**src/rtl/alu_seq_if.sv**
```systemverilog
// alu_seq_if: request/result and ALU-side signals of alu_seq.
interface alu_seq_if #(parameter int WIDTH = 16, parameter int AMT_W = 4);
  logic             i_req;
  logic             i_dir;
  logic [AMT_W-1:0] i_amount;
  logic [WIDTH-1:0] i_data;
  logic             o_ready;
  logic             o_done;
  logic [WIDTH-1:0] o_data;
  logic [3:0]       o_alu_op;
  logic [WIDTH-1:0] o_alu_arg0;
  logic [WIDTH-1:0] o_alu_arg1;
  logic [WIDTH-1:0] i_alu_data;
  modport slave (
    input  i_req, i_dir, i_amount, i_data, i_alu_data,
    output o_ready, o_done, o_data, o_alu_op, o_alu_arg0, o_alu_arg1
  );
  modport master (
    output i_req, i_dir, i_amount, i_data, i_alu_data,
    input  o_ready, o_done, o_data, o_alu_op, o_alu_arg0, o_alu_arg1
  );
endinterface

```
**src/rtl/alu_seq.sv**
```systemverilog
// alu_seq: multi-step rotate-left / arithmetic-shift-right sequenced through an external registered ALU.
// ALU_SEQ_ROL8_EN allows 8-bit rotate steps; without it rotates step at most 4.
module alu_seq #(
  parameter int WIDTH = 16,
  parameter int AMT_W = 4
) (
  input  logic       i_clk,
  input  logic       i_rst_n,
  alu_seq_if.slave   bus
);
  localparam logic [3:0] NO_OP   = 4'd0;
  localparam logic [3:0] ROL_OP  = 4'd1;
  localparam logic [3:0] ROL2_OP = 4'd2;
  localparam logic [3:0] ROL4_OP = 4'd3;
  localparam logic [3:0] ROL8_OP = 4'd4;
  localparam logic [3:0] ASR_OP  = 4'd5;
  localparam logic [3:0] ASR2_OP = 4'd6;
  localparam logic [3:0] ASR4_OP = 4'd7;
`ifdef ALU_SEQ_ROL8_EN
  localparam logic ROL8 = 1'b1;
`else
  localparam logic ROL8 = 1'b0;
`endif
  typedef enum logic [1:0] {IDLE, ISSUE, WAIT, DONE} state_t;
  state_t           state_q, state_d;
  logic [WIDTH-1:0] r_data_q, r_data_d, o_data_q;
  logic [AMT_W-1:0] r_rem_q, r_rem_d, step;
  logic             r_dir_q, r_dir_d, o_done_q;
  logic [3:0]       step_op;
  always_comb begin
    step = (ROL8 && !r_dir_q && r_rem_q >= AMT_W'(8)) ? AMT_W'(8) :
           r_rem_q >= AMT_W'(4) ? AMT_W'(4) :
           r_rem_q >= AMT_W'(2) ? AMT_W'(2) : AMT_W'(1);
    step_op = r_dir_q ? (step == AMT_W'(4) ? ASR4_OP : step == AMT_W'(2) ? ASR2_OP : ASR_OP) :
              (step == AMT_W'(8) ? ROL8_OP : step == AMT_W'(4) ? ROL4_OP :
               step == AMT_W'(2) ? ROL2_OP : ROL_OP);
  end
  always_comb begin
    state_d  = state_q;
    r_data_d = r_data_q;
    r_rem_d  = r_rem_q;
    r_dir_d  = r_dir_q;
    case (state_q)
      IDLE: if (bus.i_req) begin
        r_data_d = bus.i_data;
        r_rem_d  = bus.i_amount;
        r_dir_d  = bus.i_dir;
        state_d  = bus.i_amount == '0 ? DONE : ISSUE;
      end
      ISSUE: state_d = WAIT;
      WAIT: begin
        r_data_d = bus.i_alu_data;
        r_rem_d  = r_rem_q - step;
        state_d  = r_rem_q == step ? DONE : ISSUE;
      end
      default: state_d = IDLE;
    endcase
  end
  // result and done are registered on entry to DONE so they are visible during the DONE cycle
  always_ff @(posedge i_clk) begin
    if (!i_rst_n) begin
      state_q  <= IDLE;
      r_data_q <= '0;
      r_rem_q  <= '0;
      r_dir_q  <= 1'b0;
      o_data_q <= '0;
      o_done_q <= 1'b0;
    end else begin
      state_q  <= state_d;
      r_data_q <= r_data_d;
      r_rem_q  <= r_rem_d;
      r_dir_q  <= r_dir_d;
      o_data_q <= state_d == DONE ? r_data_d : o_data_q;
      o_done_q <= state_d == DONE;
    end
  end
  assign bus.o_ready    = state_q == IDLE;
  assign bus.o_done     = o_done_q;
  assign bus.o_data     = o_data_q;
  assign bus.o_alu_op   = state_q == ISSUE ? step_op : NO_OP;
  assign bus.o_alu_arg0 = r_data_q;
  assign bus.o_alu_arg1 = '0;
endmodule

```
**src/flat_wrapper.sv**
```systemverilog
// flat-port wrapper written by rule: the top's interface ports become plain ports
module alu_seq_flat 
#(
  parameter int WIDTH = 16,
  parameter int AMT_W = 4
)
  (i_clk, i_rst_n, bus_i_req, bus_i_dir, bus_i_amount, bus_i_data, bus_i_alu_data, bus_o_ready, bus_o_done, bus_o_data, bus_o_alu_op, bus_o_alu_arg0, bus_o_alu_arg1);
  alu_seq_if #(.WIDTH(WIDTH), .AMT_W(AMT_W)) bus_i ();
  input  logic i_clk;
  input  logic i_rst_n;
  input wire logic [$bits(bus_i.i_req)-1:0] bus_i_req;
  input wire logic [$bits(bus_i.i_dir)-1:0] bus_i_dir;
  input wire logic [$bits(bus_i.i_amount)-1:0] bus_i_amount;
  input wire logic [$bits(bus_i.i_data)-1:0] bus_i_data;
  input wire logic [$bits(bus_i.i_alu_data)-1:0] bus_i_alu_data;
  output wire logic [$bits(bus_i.o_ready)-1:0] bus_o_ready;
  output wire logic [$bits(bus_i.o_done)-1:0] bus_o_done;
  output wire logic [$bits(bus_i.o_data)-1:0] bus_o_data;
  output wire logic [$bits(bus_i.o_alu_op)-1:0] bus_o_alu_op;
  output wire logic [$bits(bus_i.o_alu_arg0)-1:0] bus_o_alu_arg0;
  output wire logic [$bits(bus_i.o_alu_arg1)-1:0] bus_o_alu_arg1;
  assign bus_i.i_req = bus_i_req;
  assign bus_i.i_dir = bus_i_dir;
  assign bus_i.i_amount = bus_i_amount;
  assign bus_i.i_data = bus_i_data;
  assign bus_i.i_alu_data = bus_i_alu_data;
  assign bus_o_ready = bus_i.o_ready;
  assign bus_o_done = bus_i.o_done;
  assign bus_o_data = bus_i.o_data;
  assign bus_o_alu_op = bus_i.o_alu_op;
  assign bus_o_alu_arg0 = bus_i.o_alu_arg0;
  assign bus_o_alu_arg1 = bus_i.o_alu_arg1;
  alu_seq #(.WIDTH(WIDTH), .AMT_W(AMT_W)) u_core (.i_clk(i_clk), .i_rst_n(i_rst_n), .bus(bus_i));
endmodule
```
**config.mk**
```make
export PLATFORM = sky130hd
export DESIGN_NAME = alu_seq_flat
export DESIGN_NICKNAME = d
export VERILOG_FILES = /design/src/rtl/alu_seq_if.sv /design/src/rtl/alu_seq.sv /design/src/flat_wrapper.sv
export SDC_FILE = /design/constraint.sdc
export NUM_CORES = 1
export LEC_CHECK = 0
export ABC_AREA = 1
export CORE_ASPECT_RATIO = 1.4
export CORE_UTILIZATION = 44
export DETAILED_ROUTE_END_ITERATION = 16
export PLACE_DENSITY_LB_ADDON = 0.25
export SYNTH_ARGS = -nofsm -noshare
export SYNTH_HDL_FRONTEND = slang
export SYNTH_SLANG_ARGS = --single-unit
```
**constraint.sdc**
```tcl
create_clock -name i_clk -period 2.09 [get_ports i_clk]
set_input_delay 0.5225 -clock i_clk [delete_from_list [all_inputs] [get_ports i_clk]]
set_output_delay 0.5225 -clock i_clk [all_outputs]
set_load 0.1 [all_outputs]
```
==> summary.txt, run 1 <==
Status: complete, no violations
Die ar.: 5912 um2
GP Congestion: 0.8612
Diodes inserted: 0
P_leak: 1.503 nW
Remaining antenna violation count: 0
Port bufs: 76
Largest area contributor in the netlist: dfxtp_1
Cell variety after synth: 34
Drt drc: 0
Top_reg_cell synth: dfxtp_1
First-pass GRT wire length: 10,010 um
WP data arrival: 1.43 ns
Max stage delay on crit path: 0.40 ns
Worst setup path class: reg2out
Met2 wire len: 3159 um
Worst-path clk slew: 0.08 ns
Worst skew pair latency: 0.30 ns
Final nets: 459
Seq/Total Area, Yosys: 32.47%
Minimum clock period: 1.949 ns
Clock Root Buffer: clkbuf_8
Critical path's most frequent cell: nor2_2
Hold Crit Class: reg2reg
Uppermost routed layer: met4
Pre-antenna DRT Iters: 4
Per-cell routed wire length: 13.12 um
Worst VDD drop: 463.1 uV
Synth async-reset ratio: 0%
Sequence of cells on the critical path: nor2_2 > inv_1 > nor2_2 > buf_12
Largest net degree at the start of global routing: 34
GRT Total Usage: 21.90%
RSZ-0062 raised after global routing: no
Period utilization: 93.27%
Met3 WL: 384 um
Pwr Total: 0.002788 W
Critical-path top delay cell: dfxtp_1
Max Cap Viol: 0
CTS tree: built
Vias in the first global route: 2,136
Slew Limit Fails: 0
HPWL Detailed: 4539 um
WP data required: 1.57 ns
Std cell rows: 31
Starting DRC count in detailed routing: 114
Initial Util: 46.75%
Setup slack at placement: 0.02843 ns
Startpoint Class: register
Fmax: 513.0 MHz
Share of cells above drive strength 1: 28.54%
CTS buffer count: 5
H-tree level count: 2
Setup Skew: 0.005467 ns
Crit Path Max Fanout: 5
Final hold vios: 0
Die height: 90.58 um
Synth warnings: 0
Area Overhead vs Synth: 34.30%
Synth top area share: 32.47%
Via count: 2,314
Fin worst setup slack: 0.1407 ns
Clock sinks: 40
Initial antenna violation count: 0
Post-Syn Area: 2466 um2
Total Wirelength: 6336 um
Wire length on met1: 2618 um
Synth Register Bits: 40
Post-synth EDFFs: 0
Core ar.: 5275 um2
I/O Pins: 94
Top cells by area, synth: dfxtp_1 (32%), nand2_1 (15%), nor2_1 (8.7%), buf_4 (6.1%), a21oi_2 (6.0%)
Clock buffer depth: 2
Die W: 65.27 um
Syn_area_per_cell: 7.296 um2
Overflow after GRT: 0
Post-synth top cells: nand2_1 (97), nor2_1 (57), dfxtp_1 (40)
Hold buffer count at CTS: 0
Routed vias/inst: 4.791
Power Density: 841.8 nW/um2
Worst setup EP type: primary output
Most common cell in the synthesized netlist: nand2_1
Final setup fails: 0
Fin util: 62.78%
Syn Inst Count: 338
flip-flops by register name, summed over array words and instances, names as in the netlist:
name / count
u_core.r_dir_q: 1
u_core.bus.o_data: 16
u_core.bus.o_alu_arg0: 16
u_core.state_q: 2
u_core.bus.o_done: 1
u_core.r_rem_q: 4
worst max-delay path: cells and delay by family (launching register included):
family | cells | cell delay, ns
flops | 1 | 0.40
buf+inv | 2 | 0.34
simple gates | 2 | 0.39
metrics by stage:
stage / hold slack (ns) / TNS, ns / instance area [um2] / instances
floorplan: 0.4470 / -0.1645 / 2542 / 354
global placement: 0.4641 / 0 / 3159 / 473
detailed placement: 0.4785 / 0 / 3159 / 473
CTS: 0.4897 / 0 / 3271 / 481
global route: 0.5069 / 0 / 3312 / 483
finish: 0.4899 / 0 / 3312 / 483
cell families after synthesis:
kind of cell,count (synthesis),synth area share [%]
simple gates,195,37.29
buf+inv,58,16.34
compound gates,40,11.57
flops,40,32.47
fa+ha+maj,3,1.826
xor+xnor,1,0.3552
other cells,1,0.1521
final timing paths:
path                                                      from                           endpoint  slack (ns)  cells after the start
worst max-delay path              u_core.state_q[1]$_SDFF_PN0_                    bus_o_alu_op[1]        0.14                      4
worst min-delay path            u_core.r_rem_q[0]$_SDFFE_PN0P_     u_core.r_rem_q[0]$_SDFFE_PN0P_        0.49                      2
worst min register to register  u_core.r_rem_q[0]$_SDFFE_PN0P_     u_core.r_rem_q[0]$_SDFFE_PN0P_        0.49                      2
worst max register to register  u_core.r_rem_q[1]$_SDFFE_PN0P_  u_core.bus.o_data[0]$_SDFFE_PN0N_        0.16                      8
layout make-up:
type                       count  area, um2
fill                         497       1963
sequential                    40      800.8
clock buffer                   5      68.82
multi-input combinational    257       1360
timing repair buffer          90      873.3
tap                           66      82.58
clock inverter                 3      42.54
inverter                      22      83.83
power by group:
part	switching, W	leakage [nW]	total [W]	internal, W
registers	0.0000601	0.328	0.000888	0.000828
clock network	0.000290	0.0541	0.000643	0.000353
logic	0.000916	1.12	0.00126	0.000340
total	0.00127	1.50	0.00279	0.00152
repair_timing:
item                       4_1_cts  5_1_grt
setup endpoints to repair        0        9
gates resized for setup          0        3
setup buffers                    0        1
layout by cell type, fill, tap and decap left out:
| cell | count |
|---|---|
| nor3_2 | 1 |
| inv_1 | 17 |
| ha_1 | 2 |
| nand2_4 | 3 |
| clkdlybuf4s50_1 | 39 |
| buf_4 | 43 |
| buf_12 | 8 |
| o211ai_2 | 1 |
| inv_2 | 4 |
| nor2_4 | 2 |
| clkinv_2 | 2 |
| nor2_2 | 10 |
| o22ai_1 | 1 |
| nand3_2 | 13 |
| dfxtp_1 | 40 |
| bufinv_16 | 1 |
| clkbuf_8 | 5 |
| fa_1 | 1 |
| a21oi_4 | 2 |
| a21oi_2 | 17 |
| nand2_8 | 1 |
| nand2_2 | 4 |
| xor2_1 | 1 |
| nand4_1 | 1 |
| a21oi_1 | 16 |
| nand3_1 | 9 |
| clkinvlp_4 | 1 |
| a31oi_1 | 1 |
| nor2_1 | 53 |
| nand3b_1 | 1 |
| nor2_8 | 1 |
| nand2_1 | 97 |
| o21ai_0 | 2 |
| conb_1 | 17 |
layer usage:
layer  GRT usage, %  vias up
li1               -     1175
met4          9.601        0
met5              0        -
met3          4.419       17
met2          35.57       75
met1          27.39     1047
Note: power is estimated with default switching activity, not from simulation.
==> run 2: changes to the inputs <==
--- a/config.mk
+++ b/config.mk
@@ -8,8 +8,10 @@
 export ABC_AREA = 1
 export CORE_ASPECT_RATIO = 1.4
 export CORE_UTILIZATION = 44
+export CTS_CLUSTER_DIAMETER = 40
 export DETAILED_ROUTE_END_ITERATION = 16
 export PLACE_DENSITY_LB_ADDON = 0.25
+export SETUP_SLACK_MARGIN = 0.15
 export SYNTH_ARGS = -nofsm -noshare
 export SYNTH_HDL_FRONTEND = slang
 export SYNTH_SLANG_ARGS = --single-unit
==> run 2 against run 1 <==
  * Worst hold slack worse by 0.0013 ns
  * Power rose by 0.35%
  * Largest cell class unchanged
  * Sequential share of layout area about the same
==> summary.txt, run 2 (synthesized netlist as in run 1, its figures left out) <==
Initial antenna violation count: 0
Crit Path Max Fanout: 16
Met2 usage: 36.68%
Share of cells above drive strength 1: 29.74%
HPWL Detailed: 4539 um
Worst-path clk slew: 0.08 ns
CTS buffer count: 5
Internal power: 0.001527 W
Die ar.: 5912 um2
Die height: 90.58 um
Hold Crit Class: reg2reg
Clock buffer depth: 2
Crit path buf inv count: 2
GP Congestion: 0.8612
Setup Skew: 0.004713 ns
Commonest cells after routing, fill and taps aside: nand2_1 (97), nor2_1 (52), buf_4 (43)
Core ar.: 5275 um2
Fraction of power consumed by sequential logic: 31.9%
First-pass GRT wire length: 10,290 um
Max Cap Viol: 0
Final nets: 459
Met3 Use GR: 4.419%
Number of fill cells in the layout: 494
Minimum clock period: 1.863 ns
Overflow after GRT: 0
Drt drc: 0
Largest net degree at the start of global routing: 22
Worst setup EP type: primary output
Diodes inserted: 0
WP data required: 1.57 ns
Final Cell Area: 3333 um2
Total Wirelength: 6330 um
Routed vias/inst: 4.770
RSZ-0062 raised after global routing: no
Period utilization: 89.15%
Switching part of the total: 45.41%
Starting DRC count in detailed routing: 110
Area Overhead vs Synth: 35.16%
Worst setup path class: reg2out
GRT Total Usage: 22.54%
Critical-path top delay cell: dfxtp_1
Vias in the first global route: 2,183
Per-cell routed wire length: 13.11 um
Total net switching power: 0.001270 W
Clock network power share: 22.9%
Fmax: 536.7 MHz
Slew Limit Fails: 0
GRT met1 Usage: 27.78%
Worst VDD drop: 454.9 uV
H-tree level count: 2
WP data arrival: 1.34 ns
Status: complete, no violations
Gate power share: 45.2%
Worst skew pair latency: 0.30 ns
Placed inst area: 3159 um2
Initial Util: 46.75%
CTS tree: built
Commonest non-fill, non-tap cell in the layout: nand2_1
Sequence of cells on the critical path: buf_4 > nor2_4 > buf_12
Clock sinks: 40
Cells after DPL: 473
Std cell rows: 31
Power Density: 839.3 nW/um2
Via count: 2,304
Clock Root Buffer: clkbuf_8
Die W: 65.27 um
Startpoint Class: register
P_leak: 1.505 nW
Gr busiest metal: met2
Final setup fails: 0
Max stage delay on crit path: 0.33 ns
Remaining antenna violation count: 0
Final hold vios: 0
I/O Pins: 94
Port bufs: 76
Final Non-Filler Cells: 483
Pre-antenna DRT Iters: 4
Crit-path leading delay family: buffers and inverters
-- run 2: cell counts in the layout (fill, tap and decap cells not counted) --
No cell type changed its count.
-- run 2: path summary, 6_finish.rpt --
| kind | from | end | slack (ns) | cells past startpoint |
|---|---|---|---|---|
| setup / recovery | u_core.state_q[0]$_SDFF_PN0_ | bus_o_ready | 0.23 | 3 |
| hold / removal | u_core.r_rem_q[0]$_SDFFE_PN0P_ | u_core.r_rem_q[0]$_SDFFE_PN0P_ | 0.49 | 2 |
| setup reg to reg | u_core.r_rem_q[1]$_SDFFE_PN0P_ | u_core.bus.o_data[13]$_SDFFE_PN0N_ | 0.28 | 9 |
| hold reg to reg | u_core.r_rem_q[0]$_SDFFE_PN0P_ | u_core.r_rem_q[0]$_SDFFE_PN0P_ | 0.49 | 2 |
-- run 2: repair_timing --
action / in CTS / in global routing
resized for setup: 4 / 7
endpoints found under the hold margin: 0 / 0
pin swaps: 3 / 2
hold buffers: 0 / 0
setup endpoints to repair: 19 / 20
setup buffers: 1 / 0
cloned: 1 / 0
-- run 2: metrics by stage --
stage               util, %  power, W  hold WS (ns)  TNS [ns]  setup slack (ns)
finish                63.19  0.002798        0.4887         0            0.2267
global route          63.19  0.002923        0.5066         0            0.1508
CTS                   62.81  0.002797        0.4897         0            0.1547
detailed placement    59.89  0.002136        0.4785         0           0.02843
global placement      59.89  0.002127        0.4641         0           0.07204
floorplan                 -  0.001903        0.4470   -0.1645          -0.09220
-- run 2: final cells by class --
class,count,area (um2),area share (%)
multi-input combinational,257,1378,41.33
timing repair buffer,90,873.3,26.20
clock buffer,5,68.82,2.065
clock inverter,3,42.54,1.276
tap,66,82.58,2.477
inverter,22,83.83,2.515
sequential,40,804.5,24.14
-- run 2: power groups by stage --
stage	Sequential, W	Clock, W	Combinational (W)
after floorplan	0.00127	0	0.000629
after global placement	0.000902	0	0.00122
after detailed placement	0.000903	0	0.00123
after CTS	0.000889	0.000649	0.00126
after global routing	0.000900	0.000689	0.00133
final	0.000892	0.000642	0.00126
-- run 2: layer usage --
layer | vias to the layer above | wire [um] | share of wire, %
met5 | - | 0 | 0
met4 | 0 | 201 | 3.2
met3 | 17 | 344 | 5.4
met2 | 77 | 3159 | 50
met1 | 1042 | 2624 | 41
li1 | 1168 | - | -
-- run 2: worst register-to-register path, cell delays in order, from the launching register on --
cell and delay, ns:
dfxtp_2 0.38, nor3_2 0.23, ha_1 0.27, nand2_1 0.09
nor2_2 0.05, a21oi_4 0.22, buf_12 0.15, nand2_8 0.11
a21oi_2 0.15, nor2_1 0.05
